$ cat config.mk
export PLATFORM = sky130hd
export DESIGN_NAME = ccff_bitstream_loader
export DESIGN_NICKNAME = d
export VERILOG_FILES = /design/src/rtl/ccff_loader_pkg.sv /design/src/rtl/ccff_word_serializer.sv /design/src/rtl/ccff_bitstream_loader.sv
export SDC_FILE = /design/constraint.sdc
export NUM_CORES = 1
export LEC_CHECK = 0
export ABC_CLOCK_PERIOD_IN_PS = 4050
export BUFFER_PORTS_ARGS = -buffer_cell sky130_fd_sc_hd__buf_2
export CAP_MARGIN = 20
export CORE_ASPECT_RATIO = 0.6
export CORE_MARGIN = 2
export CORE_UTILIZATION = 30
export CTS_CLUSTER_DIAMETER = 100
export DETAILED_ROUTE_END_ITERATION = 8
export PLACE_DENSITY = 0.43
export SLEW_MARGIN = 15
export SYNTH_ARGS = -nofsm -noshare
export SYNTH_HDL_FRONTEND = slang
export SYNTH_SLANG_ARGS = --single-unit
$ cat constraint.sdc
create_clock -name prog_clk -period 4.05 [get_ports prog_clk]
set_clock_uncertainty 0.15 [all_clocks]
set_input_delay 0.81 -clock prog_clk [delete_from_list [all_inputs] [get_ports prog_clk]]
set_output_delay 0.81 -clock prog_clk [all_outputs]
set_load 0.005 [all_outputs]
$ cat src/rtl/ccff_loader_pkg.sv
// Shared types and widths for the configuration-chain bitstream loader.
package ccff_loader_pkg;

    localparam int unsigned WORD_W = 32;
    localparam int unsigned LEN_W  = 16;
    // Bit count in the shift register ranges 0..WORD_W, so one extra bit.
    localparam int unsigned CNT_W  = 6;

    typedef enum logic [1:0] {
        ST_IDLE  = 2'd0,
        ST_LOAD  = 2'd1,
        ST_CHECK = 2'd2,
        ST_DONE  = 2'd3
    } state_e;

endpackage : ccff_loader_pkg

$ cat src/rtl/ccff_word_serializer.sv
// One-word skid buffer feeding a 32-bit LSB-first shift register so that a
// steady host stream produces back-to-back serial bits with no word-boundary gap.
module ccff_word_serializer
    import ccff_loader_pkg::*;
(
    input  logic              clk_i,
    input  logic              rst_i,
    input  logic              load_i,
    input  logic              flush_i,
    input  logic              shift_i,
    input  logic [WORD_W-1:0] wdata_i,
    input  logic              wvalid_i,
    output logic              wready_o,
    output logic              head_o,
    output logic              has_bits_o
);

    logic [WORD_W-1:0] word_buf_q, word_buf_d;
    logic              buf_valid_q, buf_valid_d;
    logic [WORD_W-1:0] shreg_q, shreg_d;
    logic [CNT_W-1:0]  cnt_q, cnt_d;
    logic              accept_c;
    logic              need_reload_c;

    assign wready_o      = load_i && !buf_valid_q;
    assign accept_c      = wvalid_i && wready_o;
    // Reload when empty, or when the last bit leaves on this very edge.
    assign need_reload_c = load_i && ((cnt_q == '0) || ((cnt_q == CNT_W'(1)) && shift_i));
    assign has_bits_o    = (cnt_q != '0);
    assign head_o        = (cnt_q != '0) ? shreg_q[0] : 1'b0;

    // Next-state for buffer and shift register: shift, reload, capture, flush.
    always_comb begin
        word_buf_d  = word_buf_q;
        buf_valid_d = buf_valid_q;
        shreg_d     = shreg_q;
        cnt_d       = cnt_q;

        if (shift_i) begin
            shreg_d = shreg_q >> 1;
            cnt_d   = cnt_q - CNT_W'(1);
        end

        if (need_reload_c) begin
            if (buf_valid_q) begin
                shreg_d     = word_buf_q;
                cnt_d       = CNT_W'(WORD_W);
                buf_valid_d = 1'b0;
            end else if (accept_c) begin
                shreg_d = wdata_i;
                cnt_d   = CNT_W'(WORD_W);
            end
        end

        // A word accepted while the shift register still has work parks in the buffer.
        if (accept_c && !need_reload_c) begin
            word_buf_d  = wdata_i;
            buf_valid_d = 1'b1;
        end

        // Surplus bits of the final word are simply dropped.
        if (flush_i) begin
            buf_valid_d = 1'b0;
            cnt_d       = '0;
        end
    end

    // Datapath registers.
    always_ff @(posedge clk_i or posedge rst_i) begin
        if (rst_i) begin
            word_buf_q  <= '0;
            buf_valid_q <= 1'b0;
            shreg_q     <= '0;
            cnt_q       <= '0;
        end else begin
            word_buf_q  <= word_buf_d;
            buf_valid_q <= buf_valid_d;
            shreg_q     <= shreg_d;
            cnt_q       <= cnt_d;
        end
    end

endmodule : ccff_word_serializer

$ cat src/rtl/ccff_bitstream_loader.sv
// Streams host words serially into a configuration flip-flop chain, then
// checks that the first bit shifted in has arrived at the chain tail.
module ccff_bitstream_loader
    import ccff_loader_pkg::*;
(
    input  logic              prog_clk,
    input  logic              reset,
    input  logic              start,
    input  logic [LEN_W-1:0]  chain_len,
    output logic              busy,
    output logic              done,
    output logic              err,
    input  logic [WORD_W-1:0] wdata,
    input  logic              wvalid,
    output logic              wready,
    output logic              ccff_head,
    output logic              ccff_shift_en,
    input  logic              ccff_tail
);

    state_e           state_q, state_d;
    logic [LEN_W-1:0] remaining_q, remaining_d;
    logic [LEN_W-1:0] len_q, len_d;
    logic             first_bit_q, first_bit_d;
    logic             err_q, err_d;
    logic             has_bits_c;
    logic             in_load_c;
    logic             flush_c;

    assign in_load_c     = (state_q == ST_LOAD);
    assign ccff_shift_en = in_load_c && has_bits_c && (remaining_q != '0);
    // Leaving LOAD for CHECK: discard whatever is left of the last word.
    assign flush_c       = in_load_c && (remaining_q == '0);

    assign busy = in_load_c || (state_q == ST_CHECK);
    assign done = (state_q == ST_DONE);
    assign err  = err_q;

    ccff_word_serializer u_serializer (
        .clk_i      (prog_clk),
        .rst_i      (reset),
        .load_i     (in_load_c),
        .flush_i    (flush_c),
        .shift_i    (ccff_shift_en),
        .wdata_i    (wdata),
        .wvalid_i   (wvalid),
        .wready_o   (wready),
        .head_o     (ccff_head),
        .has_bits_o (has_bits_c)
    );

    // Next-state and counter logic for the load sequence.
    always_comb begin
        state_d     = state_q;
        remaining_d = remaining_q;
        len_d       = len_q;
        first_bit_d = first_bit_q;
        err_d       = err_q;

        case (state_q)
            ST_IDLE: begin
                if (start) begin
                    len_d       = chain_len;
                    remaining_d = chain_len;
                    err_d       = 1'b0;
                    state_d     = (chain_len == '0) ? ST_DONE : ST_LOAD;
                end
            end
            ST_LOAD: begin
                if (ccff_shift_en) begin
                    remaining_d = remaining_q - LEN_W'(1);
                    if (remaining_q == len_q) begin
                        first_bit_d = ccff_head;
                    end
                end
                if (remaining_q == '0) begin
                    state_d = ST_CHECK;
                end
            end
            ST_CHECK: begin
                if (ccff_tail != first_bit_q) begin
                    err_d = 1'b1;
                end
                state_d = ST_DONE;
            end
            ST_DONE: begin
                state_d = ST_IDLE;
            end
            default: begin
                state_d = ST_IDLE;
            end
        endcase
    end

    // State and counter registers.
    always_ff @(posedge prog_clk or posedge reset) begin
        if (reset) begin
            state_q     <= ST_IDLE;
            remaining_q <= '0;
            len_q       <= '0;
            first_bit_q <= 1'b0;
            err_q       <= 1'b0;
        end else begin
            state_q     <= state_d;
            remaining_q <= remaining_d;
            len_q       <= len_d;
            first_bit_q <= first_bit_d;
            err_q       <= err_d;
        end
    end

endmodule : ccff_bitstream_loader

==> results_dict.tcl <==
set metrics [dict create \
    status "complete, no violations" \
    cp_num_cells 7 \
    setup_violations 0 \
    syn_avg_cell_area_sq_um 11.1 \
    port_buffers 58 \
    cp_data_arrival_time_ns 2.57 \
    drive_above_1_share 0.260 \
    overflow 0 \
    critPathKind "flop to output pin" \
    synthMuxAreaShare 0.165 \
    syn-cell-area_sq_um 5510 \
    cts-resized-gates 0 \
    r2r-start "remaining_q[0]" \
    globalRouteTotalUtil 0.151 \
    worst_slew_pin_slew_ns 0.883 \
    maxCapViolCount 0 \
    critical-path-top-delay-family "simple AND/OR/NAND/NOR gates" \
    cp.buffers_inverters 3 \
    final_cell_mix "dfrtp_1 (107), buf_2 (58), mux2_2 (49), mux2i_1 (36), o22ai_1 (36)" \
    synth-xor-area-share 0.0302 \
    p_sw_uw 1910 \
    antenna_found_initial 0 \
    dieArea_sq_um 19500 \
    final_antenna_net_count 0 \
    num_vias 4071 \
    seq_power_share 0.401 \
    cp.required_ns 3.09 \
    fp.dieW_microns 179 \
    cts_tree "built" \
    seq_area_sq_um 2680 \
    irDropWorstVdd_uv 202 \
    whs_path_depth 1 \
    postCtsSetupRepairBufs 0 \
    synth_cells 498 \
    hold_viol 0 \
    multi_input_area_sq_um 2590 \
    hold_path_end "u_serializer.word_buf_q[26]" \
    synth_compound_area_frac 0.170 \
    crit_path_start "remaining_q[0]" \
    max_slew_margin 0.410 \
    cts_made_buffers 9 \
    grt_pass1_vias 3935 \
    initial_core_util 0.306 \
    intPower_uw 3000 \
    r2r-end "u_serializer.shreg_q[23]" \
    worstRegToRegCells 8 \
    grt_pass1_wl_microns 22400 \
    finalSetupTns_ns 0 \
    vias_per_cell 5.16 \
    synth.distinct_cells 55 \
    combPwrFrac 0.423 \
    path_clk_slew_ns 0.07 \
    area_growth_pct 14.3 \
    synth_seq_cells 107 \
    rows 38 \
    hold_ws_ns 0.360 \
    grt_max_degree 56 \
    critPathLaunchType "flop" \
    hold_buffers 0 \
    report.power.total_uw 4910 \
    cts_root_buffer "clkbuf_16" \
    gp_congestion 0.872 \
    critPathMaxStageDelay_ns 0.76 \
    p_clk_frac 0.176 \
    synth_simple_gate_area_share 0.0867 \
    switching_share 0.389 \
    ys_seq_area_frac 0.486 \
    wl_per_cell_microns 17.8 \
    drc 0 \
    n_fill_cell 1771 \
    clk_path_buf_depth 2 \
    yosysWarnings 0 \
    hold_start "u_serializer.word_buf_q[26]" \
    period_needed_ns 3.53 \
    synth_top_flop_cell "dfrtp_1" \
    final_core_util 0.350 \
    postSynthNetCount 559 \
    totalWireLength_microns 14000 \
    finalNetCount 605 \
    drt_iter0_markers 244 \
    hpwl_microns 9640 \
    synthAdderAreaFrac 0.0182 \
    timing.final.crit_share 0.871 \
    async_flop_share 1.00 \
    insertedDiodeCount 0 \
    cts-htree-levels 3 \
    leakage_uw 0.00277 \
    crit_chain "inv_1 -> ha_1 -> nand2b_1 -> or4_1 -> o21ai_4 -> inv_6 -> buf_2" \
    mostFrequentLayoutCell "dfrtp_1" \
    fmax_ghz 0.284 \
    crit_path_top_delay_cell "or4_1" \
    crit_fanout 10 \
    powerDensity_nw_per_um2 780 \
    slew_violations 0 \
    rrSetupSlack_ns 0.89 \
    clock_latency_ns 0.35 \
    io_pins 59 \
    die_y_microns 109 \
    cts.sinks 107 \
    crit_path_end_kind "output pin" \
    hold_path_class "flop to flop" \
    rsz0062_at_grt "false" \
    drtPass1Iterations 5 \
    synth_edf_count 0 \
    core_sq_um 18000 \
    synth_top_family_by_area "compound AO/OA/AOI/OAI gates" \
]
cells in the mapped netlist, types with 2 or more instances:
master	number	share of area
buf_6	3	0.0061
o32ai_1	2	0.0032
ha_1	8	0.018
nor2b_1	2	0.0023
a21oi_1	25	0.023
or4_1	4	0.0054
nand3_1	3	0.0027
xor2_1	18	0.029
buf_2	3	0.0027
o2111ai_1	2	0.0032
nor3_1	7	0.0064
and3_1	3	0.0034
a31oi_1	2	0.0023
o22ai_1	36	0.041
o21a_1	3	0.0041
mux2_2	49	0.10
nand2b_1	3	0.0034
o21ai_0	16	0.015
a22oi_1	31	0.042
mux2i_1	36	0.065
inv_1	11	0.0075
buf_8	3	0.0082
nand2_1	22	0.015
dfrtp_1	107	0.49
nor4_1	11	0.012
nor2_1	23	0.016
a21boi_0	3	0.0041
a2bb2oi_1	3	0.0048
or3_1	5	0.0057
a32oi_1	2	0.0032
nand4_1	4	0.0045
clkbuf_1	25	0.017
per-stage QoR:
stage / std cells / worst slack (ns) / instance area [sq um]
finish: 789 / 0.523 / 6300
global route: 789 / 0.356 / 6300
CTS: 789 / 0.514 / 6300
detailed placement: 773 / 0.871 / 6020
global placement: 773 / 0.958 / 6020
floorplan: 498 / 0.273 / 5510
cell families (layout without fill, tap and decap cells):
group | count (synthesis) | count (layout)
DFF | 107 | 107
adders and majority gates | 8 | 8
muxes | 85 | 85
AOI/OAI and AO/OA | 139 | 139
buffers and inverters | 47 | 98
and+or+nand+nor | 93 | 93
xor gates and xnor gates | 19 | 19
power by group through the flow:
stage                     combinational, uW  clock [uW]  sequential (uW)
after global routing                   2320         942             2040
after floorplan                        1700           0             1840
final                                  2080         863             1970
after global placement                 2070           0             1970
after detailed placement               2090           0             1980
after CTS                              2100         898             1970
metal layers:
metal	global-route usage	vias to the layer above	part of all wire
li1	-	1961	-
met1	0.238	2012	0.54
met2	0.204	88	0.40
met3	0.0342	10	0.045
met4	0.0401	0	0.011
met5	0	-	0
state kept, by name (all words and copies together), names as in the netlist:
register	flops
remaining_q	16
len_q	16
u_serializer.word_buf_q	32
u_serializer.shreg_q	32
u_serializer.buf_valid_q	1
state_q	2
first_bit_q	1
u_serializer.cnt_q	6
err	1
final cells by class:
cell class,count,share of cell area
inverter,12,0.00834
tap,240,0.0476
clock inverter,7,0.00953
clock buffer,9,0.0357
timing repair buffer,70,0.0623
sequential,107,0.425
multi-input combinational,344,0.412
worst max path at each step:
stage	endpoint	slack [ns]
6_report	ccff_shift_en	0.52
2_1_floorplan	err	0.27
4_1_cts	ccff_shift_en	0.51
3_5_place_dp	first_bit_q	0.87
5_1_grt	ccff_shift_en	0.36
3_3_place_gp	first_bit_q	0.96
Note: power is estimated with default switching activity, not from simulation.
